### src/rtl/cell_mem_scheduler_pkg.sv
// -----------------------------------------------------------------------------
// cell_mem_scheduler_pkg
// Shared definitions for the MD cell-memory blocks.
//   - MD_* constants: default particle word layout and cell memory geometry.
//   - CNT_ADDR: cell memory word that holds the particle count of the cell.
//   - sched_state_t: state encoding of the cell memory scheduler FSM.
//   - clamp_count(): limits a stored particle count to the usable range.
// No ports (package).
// -----------------------------------------------------------------------------
package cell_mem_scheduler_pkg;

    // MD defines: one particle word is {posz, posy, posx}, 32 bits each.
    localparam int MD_COORD_WIDTH  = 32;
    localparam int MD_DATA_WIDTH   = 3 * MD_COORD_WIDTH;
    localparam int MD_ADDR_WIDTH   = 8;
    localparam int MD_PARTICLE_NUM = 220;

    // Word 0 of every cell holds the particle count; particles live at 1..N.
    localparam int CNT_ADDR = 0;

    typedef enum logic [2:0] {
        IDLE      = 3'd0,
        CNT_ISSUE = 3'd1,
        CNT_WAIT1 = 3'd2,
        CNT_WAIT2 = 3'd3,
        STREAM    = 3'd4,
        DRAIN1    = 3'd5,
        DRAIN2    = 3'd6,
        WRITE     = 3'd7
    } sched_state_t;

    // Word 0 is the count itself, so a cell of depth D holds at most D-1
    // particles; anything larger is corrupt and gets clamped.
    function automatic int clamp_count(input int raw, input int max_count);
        return (raw > max_count) ? max_count : raw;
    endfunction

endpackage

### src/rtl/cell_rd_tag_pipe.sv
// -----------------------------------------------------------------------------
// cell_rd_tag_pipe
// Two-stage tag pipeline that tracks each read issued to the cell memory so
// the tag (valid, index, last) lines up with the 2-cycle-latency read data.
// Ports:
//   clock, reset_n           : clock, asynchronous active-low reset
//   in_valid/in_index/in_last: tag of the read issued this cycle
//   mid_last                 : stage-1 tag is a valid final beat
//   out_valid/out_index/out_last : stage-2 tag, aligned with memory q
// -----------------------------------------------------------------------------
module cell_rd_tag_pipe #(
    parameter int ADDR_WIDTH = 8
) (
    input  logic                  clock,
    input  logic                  reset_n,
    input  logic                  in_valid,
    input  logic [ADDR_WIDTH-1:0] in_index,
    input  logic                  in_last,
    output logic                  mid_last,
    output logic                  out_valid,
    output logic [ADDR_WIDTH-1:0] out_index,
    output logic                  out_last
);

    logic                  s1_valid;
    logic [ADDR_WIDTH-1:0] s1_index;
    logic                  s1_last;

    // Index and last are qualified by valid so idle stages always read as 0.
    always_ff @(posedge clock or negedge reset_n) begin
        if (!reset_n) begin
            s1_valid  <= 1'b0;
            s1_index  <= '0;
            s1_last   <= 1'b0;
            out_valid <= 1'b0;
            out_index <= '0;
            out_last  <= 1'b0;
        end else begin
            s1_valid  <= in_valid;
            s1_index  <= in_valid ? in_index : '0;
            s1_last   <= in_valid & in_last;
            out_valid <= s1_valid;
            out_index <= s1_index;
            out_last  <= s1_last;
        end
    end

    assign mid_last = s1_last;

endmodule

### src/rtl/cell_mem_scheduler.sv
// -----------------------------------------------------------------------------
// cell_mem_scheduler
// Arbitrates a single-port cell memory between a write port and a read
// sequencer that streams a whole cell: it reads the particle count at word 0,
// then issues reads of words 1..N and presents each word with its index.
// Ports:
//   clock, reset_n      : clock, asynchronous active-low reset
//   rd_start            : request to stream the cell (one-deep pending queue)
//   rd_valid/rd_data/rd_index/rd_last : streamed particle beats, no backpressure
//   rd_done             : one-cycle pulse at end of stream (with rd_last)
//   rd_busy             : read sequence in progress
//   cnt_err             : sticky, stored count exceeded PARTICLE_NUM-1
//   wr_req/wr_addr/wr_data/wr_ack : write port; wr_req held until wr_ack
//   mem_address/mem_data/mem_rden/mem_wren/mem_q : cell memory, 2-cycle read
// Handshake: wr_req is a level request that the requester holds until it sees
// wr_ack, which pulses for exactly the cycle in which mem_wren is high.
// Read beats are push-only: the consumer must take every rd_valid beat.
// Timing (rd_start sampled at edge T, cycle T+k follows edge T+k-1):
//   count read T+1, first issue T+4, first beat T+6, last beat T+5+N.
// -----------------------------------------------------------------------------
module cell_mem_scheduler
    import cell_mem_scheduler_pkg::*;
#(
    parameter int DATA_WIDTH   = MD_DATA_WIDTH,
    parameter int ADDR_WIDTH   = MD_ADDR_WIDTH,
    parameter int PARTICLE_NUM = MD_PARTICLE_NUM
) (
    input  logic                  clock,
    input  logic                  reset_n,
    input  logic                  rd_start,
    output logic                  rd_valid,
    output logic [DATA_WIDTH-1:0] rd_data,
    output logic [ADDR_WIDTH-1:0] rd_index,
    output logic                  rd_last,
    output logic                  rd_done,
    output logic                  rd_busy,
    output logic                  cnt_err,
    input  logic                  wr_req,
    input  logic [ADDR_WIDTH-1:0] wr_addr,
    input  logic [DATA_WIDTH-1:0] wr_data,
    output logic                  wr_ack,
    output logic [ADDR_WIDTH-1:0] mem_address,
    output logic [DATA_WIDTH-1:0] mem_data,
    output logic                  mem_rden,
    output logic                  mem_wren,
    input  logic [DATA_WIDTH-1:0] mem_q
);

    localparam logic [ADDR_WIDTH-1:0] ADDR_ONE  = ADDR_WIDTH'(1);
    localparam logic [ADDR_WIDTH-1:0] ADDR_CNT  = ADDR_WIDTH'(CNT_ADDR);

    sched_state_t          state;
    logic                  pending;
    logic [ADDR_WIDTH-1:0] cell_count;
    logic [ADDR_WIDTH-1:0] cur_addr;
    logic                  issue_valid;
    logic                  issue_last;
    logic                  tag_mid_last;

    logic [ADDR_WIDTH-1:0] raw_count;
    logic [ADDR_WIDTH-1:0] clamped_count;
    logic                  count_over;

    // The count word arrives on mem_q during CNT_WAIT2.
    assign raw_count     = mem_q[ADDR_WIDTH-1:0];
    assign clamped_count = ADDR_WIDTH'(clamp_count(int'(raw_count), PARTICLE_NUM - 1));
    assign count_over    = (clamped_count != raw_count);

    always_ff @(posedge clock or negedge reset_n) begin
        if (!reset_n) begin
            state       <= IDLE;
            pending     <= 1'b0;
            cell_count  <= '0;
            cur_addr    <= '0;
            cnt_err     <= 1'b0;
            rd_busy     <= 1'b0;
            rd_done     <= 1'b0;
            wr_ack      <= 1'b0;
            mem_address <= '0;
            mem_data    <= '0;
            mem_rden    <= 1'b0;
            mem_wren    <= 1'b0;
            issue_valid <= 1'b0;
            issue_last  <= 1'b0;
        end else begin
            // Memory strobes and pulses default low; mem_data is zero
            // whenever no write is being driven.
            wr_ack      <= 1'b0;
            mem_wren    <= 1'b0;
            mem_rden    <= 1'b0;
            mem_data    <= '0;
            mem_address <= '0;
            issue_valid <= 1'b0;
            issue_last  <= 1'b0;
            // End of a non-empty stream: done lands with rd_last because both
            // come out of the same tag stage.
            rd_done     <= tag_mid_last;

            // A request that cannot start now is remembered once; extra
            // requests while one is already remembered are dropped.
            if (rd_start && (state != IDLE)) begin
                pending <= 1'b1;
            end

            case (state)
                IDLE: begin
                    if (wr_req) begin
                        state       <= WRITE;
                        wr_ack      <= 1'b1;
                        mem_wren    <= 1'b1;
                        mem_address <= wr_addr;
                        mem_data    <= wr_data;
                        if (rd_start) begin
                            pending <= 1'b1;
                        end
                    end else if (rd_start || pending) begin
                        state       <= CNT_ISSUE;
                        pending     <= 1'b0;
                        mem_rden    <= 1'b1;
                        mem_address <= ADDR_CNT;
                        rd_busy     <= 1'b1;
                    end
                end
                CNT_ISSUE: state <= CNT_WAIT1;
                CNT_WAIT1: state <= CNT_WAIT2;
                CNT_WAIT2: begin
                    cell_count <= clamped_count;
                    if (count_over) begin
                        cnt_err <= 1'b1;
                    end
                    if (clamped_count == '0) begin
                        // Empty cell: finish without any beats.
                        state   <= IDLE;
                        rd_busy <= 1'b0;
                        rd_done <= 1'b1;
                    end else begin
                        state       <= STREAM;
                        cur_addr    <= ADDR_ONE;
                        mem_rden    <= 1'b1;
                        mem_address <= ADDR_ONE;
                        issue_valid <= 1'b1;
                        issue_last  <= (clamped_count == ADDR_ONE);
                    end
                end
                STREAM: begin
                    // cur_addr is the address on the memory bus this cycle.
                    if (cur_addr == cell_count) begin
                        state <= DRAIN1;
                    end else begin
                        cur_addr    <= cur_addr + ADDR_ONE;
                        mem_rden    <= 1'b1;
                        mem_address <= cur_addr + ADDR_ONE;
                        issue_valid <= 1'b1;
                        issue_last  <= ((cur_addr + ADDR_ONE) == cell_count);
                    end
                end
                DRAIN1: state <= DRAIN2;
                DRAIN2: begin
                    state   <= IDLE;
                    rd_busy <= 1'b0;
                end
                WRITE: state <= IDLE;
                default: begin
                    state   <= IDLE;
                    rd_busy <= 1'b0;
                end
            endcase
        end
    end

    cell_rd_tag_pipe #(
        .ADDR_WIDTH (ADDR_WIDTH)
    ) u_tag_pipe (
        .clock     (clock),
        .reset_n   (reset_n),
        .in_valid  (issue_valid),
        .in_index  (mem_address),
        .in_last   (issue_last),
        .mid_last  (tag_mid_last),
        .out_valid (rd_valid),
        .out_index (rd_index),
        .out_last  (rd_last)
    );

    // mem_q is the memory's output register; it is passed through only on a
    // valid beat so that rd_data reads 0 otherwise (including under reset).
    assign rd_data = rd_valid ? mem_q : '0;

endmodule

### config.mk
export PLATFORM = sky130hd
export DESIGN_NAME = cell_mem_scheduler
export DESIGN_NICKNAME = d
export VERILOG_FILES = /design/src/rtl/cell_mem_scheduler_pkg.sv /design/src/rtl/cell_rd_tag_pipe.sv /design/src/rtl/cell_mem_scheduler.sv
export SDC_FILE = /design/constraint.sdc
export NUM_CORES = 1
export LEC_CHECK = 0
export ABC_AREA = 1
export CORE_AREA = 2 2 163 165
export DETAILED_ROUTE_END_ITERATION = 16
export DIE_AREA = 0 0 165 167
export PLACE_DENSITY = 0.67
export SLEW_MARGIN = 40
export SYNTH_ARGS = -nofsm -noshare
export SYNTH_HDL_FRONTEND = slang
export SYNTH_SLANG_ARGS = --single-unit
### constraint.sdc
create_clock -name clock -period 1.9 [get_ports clock]
set_clock_uncertainty 0.05 [all_clocks]
set_input_delay 0.38 -clock clock [delete_from_list [all_inputs] [get_ports clock]]
set_output_delay 0.38 -clock clock [all_outputs]
set_load 0.01 [all_outputs]
# Word-level counts from Yosys, hierarchy flattened
# Cells that the tools add are included.
# totals
reg_bits,151
word_cells,91
# classes
addsub,1
n_lt_le_gt_ge,1
eq_ne,18
mux,39
bitwise,1
reduce_logical,12
# op_table
operator,count
two-way mux 96 bit,3
two-way mux 8 bit,6
case mux 8 bit (3 select lines),1
case mux 3 bit (7 select lines),1
two-way mux 1 bit,19
equality test 8 bit,2
case mux 8 bit (2 select lines),1
"equality test 3 bit, second input constant",4
two-way mux 3 bit,4
"!= test 2 bit, second input constant",6
"adder 8 x 1 -> 8 bit, second input constant",1
"equality test 8 x 1 -> 1 bit, second input constant",1
"> comparator 8 bit, second input constant",1
zero test 8 bit,1
!= test 8 bit,1
"equality test 3 x 2 -> 1 bit, second input constant",2
case mux 1 bit (3 select lines),2
nonzero test 3 bit,2
case mux 1 bit (2 select lines),2
AND reduction 2 bit,2
AND reduction 4 bit,1
"equality test 3 x 1 -> 1 bit, second input constant",1
zero test 3 bit,1
"!= test 3 bit, second input constant",1
6 further kinds,6

# Longest topological paths before layout
# depth
depth_word,6
depth_mapped,12

# By module
# A second synthesis with hierarchy kept.
# unflattened
hier_cells,780
area_unflattened_um2,6452.4
# modules_own_cells
mod,instances,cells_per_inst,area_per_inst_um2,seq_area_each_um2
cell_mem_scheduler,1,741,5873.1,3278.1
cell_rd_tag_pipe,1,39,579.3,500.5

# Worst setup path before layout
# Ideal clock, no wire load.
# synth_path
path_kind,register to output
startpoint,reg u_tag_pipe.out_valid
endpoint,out rd_data[55]
arrival_ps,1189
required_time_ps,1470
path_slack_ps,281
stages_incl_launch_ff,6
path_buffers,3
cell_sequence,dfrtp_1 > clkbuf_1 > buf_2 > buf_1 > nand2_1 > inv_1
# synth_between
elab_chain_len,1
# synth_rtl
item,line_no,rtl
"start, declared",cell_rd_tag_pipe.sv:20,"output logic out_valid,"
"start signal, assigned",cell_rd_tag_pipe.sv:42,out_valid <= s1_valid;
two-way mux 96 bit,cell_mem_scheduler.sv:187,assign rd_data = rd_valid ? mem_q : '0;
"end, declared",cell_mem_scheduler.sv:32,"output logic [DATA_WIDTH-1:0] rd_data,"
# No other way between the ends.

# Worst setup path in the final report
# layout_path
startpoint,reg u_tag_pipe.out_valid
endpoint,out rd_data[71]
# Same word-level chain as after synthesis.

==> results.txt <==
Highest clock rate -> 496 MHz
Critical Path RT -> 1.47 ns
Antenna-violating nets left -> 0
Final Max Tran Viols -> 0
DR pass1 iterations -> 4
Drt wl/cell -> 15.3 um
Combinational share of power -> 43.6%
Max_slew headroom -> 72.5%
EDFF count, synth -> 0
Avg Cell Area, Syn -> 8.08 um^2
Worst-Margin Slew -> 0.412 ns
Tmin final -> 2.01 ns
Global route total overflow -> 0
Die area -> 27600 um^2
Final setup viols -> 42
Count leader, synth -> nand2_1
Die Y -> 167 um
Final hold vios -> 0
Failing checks -> negative setup slack
I/O Pins -> 420
Startpoint Class -> flop
Largest net degree at the start of global routing -> 74
Dpl ws -> -0.167 ns
Placed insts -> 1543
Yosys reg bits -> 151
Switch Pwr -> 4.84 mW
CTS HTree Levels -> 4
Avg Vias per Cell -> 4.11
Mapped Area -> 6410 um^2
Share of cells above drive strength 1 -> 23.0%
Initial antenna violation count -> 1
Root Buffer -> clkbuf_16
Total GRT Usage -> 16.5%
Vias -> 6572
Pint -> 8.93 mW
Nets -> 1455
PD cells -> 1120 nW/um^2
Commonest cells post-synth -> nand2_1, dfrtp_1, inv_1, nor2_1, nand3_1
Worst hold path type -> in -> reg
Final instance area -> 12300 um^2
Status -> complete, but fails checks
Area post-placement -> 11200 um^2
Max-cap violations -> 0
Area Growth Syn to Fin -> 91.9%
Core Rows -> 59
Critical path type -> reg -> out
Sequential cell area fraction in the yosys report -> 58.9%
Final GP Congestion -> 0.838
Clock Power Share -> 25.9%
First-pass GRT wire length -> 34700 um
Arrival time worst endpoint -> 1.58 ns
Yosys warning count -> 0
Post-synth cell types -> 31
Synth top area share -> 58.9%
RSZ-0062 raised after global routing -> yes
Mapped Nets -> 999
Switching Share -> 35.1%
Crit end category -> primary output
Number of global-route vias before repair -> 6607
Cell taking the most area after synthesis -> dfrtp_1
Final std cells w/o fill -> 1598
Hold WS -> 0.247 ns
I/O Buffers -> 419
Clock Latency Late Sink -> 0.41 ns
Fraction of registers with async set/reset -> 100%
Design Power -> 13.8 mW
Num CTS Buffers -> 17
Worst Path Max Fanout -> 5
Maximum root-to-sink buffer count -> 2
Number of diodes -> 0
Part of the power in registers -> 30.5%
Violation count after the first detailed-routing iteration -> 292
Chip width -> 165 um
Core area -> 25800 um^2
Setup TNS Final -> -2.81 ns
Worst VDD drop -> 0.510 mV
Lkg Pwr -> 6.60 nW
Synth area leaders -> dfrtp_1, nand2_1, inv_1, nor2_1, nand3_1
HPWL Detailed -> 17900 um
Clock transition at path regs -> 0.07 ns
Clk sinks -> 151
CTS tree -> built
Starting Density -> 24.9%
Post-synthesis cell count -> 794
Final wirelength -> 24400 um
DRC -> 0
Final WS setup -> -0.114 ns
Synth Flop Type -> dfrtp_1
Layout Utilization -> 47.8%
Period Utilization, post-route -> 106%
## what timing repair did
action                                  in CTS  in global routing
hold endpoints to repair                    27                  0
gates cloned                                 3                  6
gates resized for setup                    321                232
hold buffers                                 1                  0
pin swaps                                    0                  5
setup buffers                                2                 12
endpoints found under the setup margin      97                 77
## critical path, stage by stage, from the launching register on
cell	delay (ns)
dfrtp_2	0.43
buf_12	0.14
buf_4	0.13
buf_12	0.13
buf_6	0.12
nand2_4	0.05
inv_1	0.04
buf_2	0.13
## power by group through the flow
stage	clock network (mW)	logic (mW)	registers, mW
after global routing	3.79	6.56	4.28
after detailed placement	0	5.18	4.27
after floorplan	0	2.21	4.37
final	3.57	6.01	4.20
after global placement	0	5.11	4.24
after CTS	3.66	5.20	4.22
## registers in the layout, summed over array words and instances, names as in the netlist, 3 cells and up
signal,cells
u_tag_pipe.s1_index,8
cell_count,8
u_tag_pipe.out_index,8
mem_address,8
mem_data,96
state,3
cur_addr,8
## cells in the final DEF (no fill, tap or decap), types with 2 or more instances in the layout
cell type	Yosys	routed
buf_16	0	3
clkdlybuf4s15_2	0	4
nor2_2	3	3
buf_6	1	53
o21ai_0	6	6
buf_4	1	29
clkinvlp_4	0	3
o21bai_1	3	3
bufinv_16	0	3
xor2_1	4	4
nor3_1	3	3
inv_2	5	42
buf_2	9	39
o211ai_1	2	2
clkdlybuf4s50_1	0	319
nand4_1	4	4
inv_6	0	4
clkbuf_2	0	6
buf_8	0	5
nand2_2	3	26
nand2_1	285	237
nand3_1	27	27
buf_12	0	10
dfrtp_1	151	150
nor2_1	110	110
a22oi_1	2	2
nor2_4	2	2
clkbuf_8	0	2
a21oi_1	4	4
nand2_4	2	27
clkbuf_16	0	21
clkinv_4	0	2
inv_1	132	95
## per-layer routing
layer	GRT usage (%)	part of all wire (%)
met2	31.1	53
met3	4.03	8.0
met5	0	0.045
met1	17.6	36
met4	5.63	2.7
## area by class of cell
cell class	count	area (um^2)
Sequential cell	151	3780
Clock inverter	12	165
Tap cell	335	419
Inverter	137	514
Clock buffer	20	457
Timing Repair Buffer	475	4770
Multi-Input combinational cell	468	2200
Fill cell	2445	13500
## path summary, 6_finish.rpt
| kind | startpoint | end | slack (ns) | depth (start not counted) |
|---|---|---|---|---|
| worst max-delay path | u_tag_pipe.out_valid | rd_data[71] | -0.11 | 7 |
| worst min-delay path | wr_req | mem_data[70] | 0.25 | 3 |
| worst max register to register | cur_addr[0] | issue_last | 0.21 | 8 |
| worst min register to register | u_tag_pipe.s1_index[4] | u_tag_pipe.out_index[4] | 0.29 | 0 |
| max in group asynchronous | reset_n | mem_data[6] | 0.85 | 3 |
| min in group asynchronous | reset_n | mem_data[22] | 0.38 | 2 |
## cell families (layout without fill, tap and decap cells)
logic type,count (synthesis),after routing,synth area share (%)
AND/OR/NAND/NOR,442,442,27.6
buffers and inverters,175,644,10.6
XOR/XNOR,5,5,0.683
adder cells (fa/ha/maj),1,1,0.195
AO/OA/AOI/OAI,20,20,1.97
flip-flops,151,151,58.9
Power figures use the tool's default switching activity.
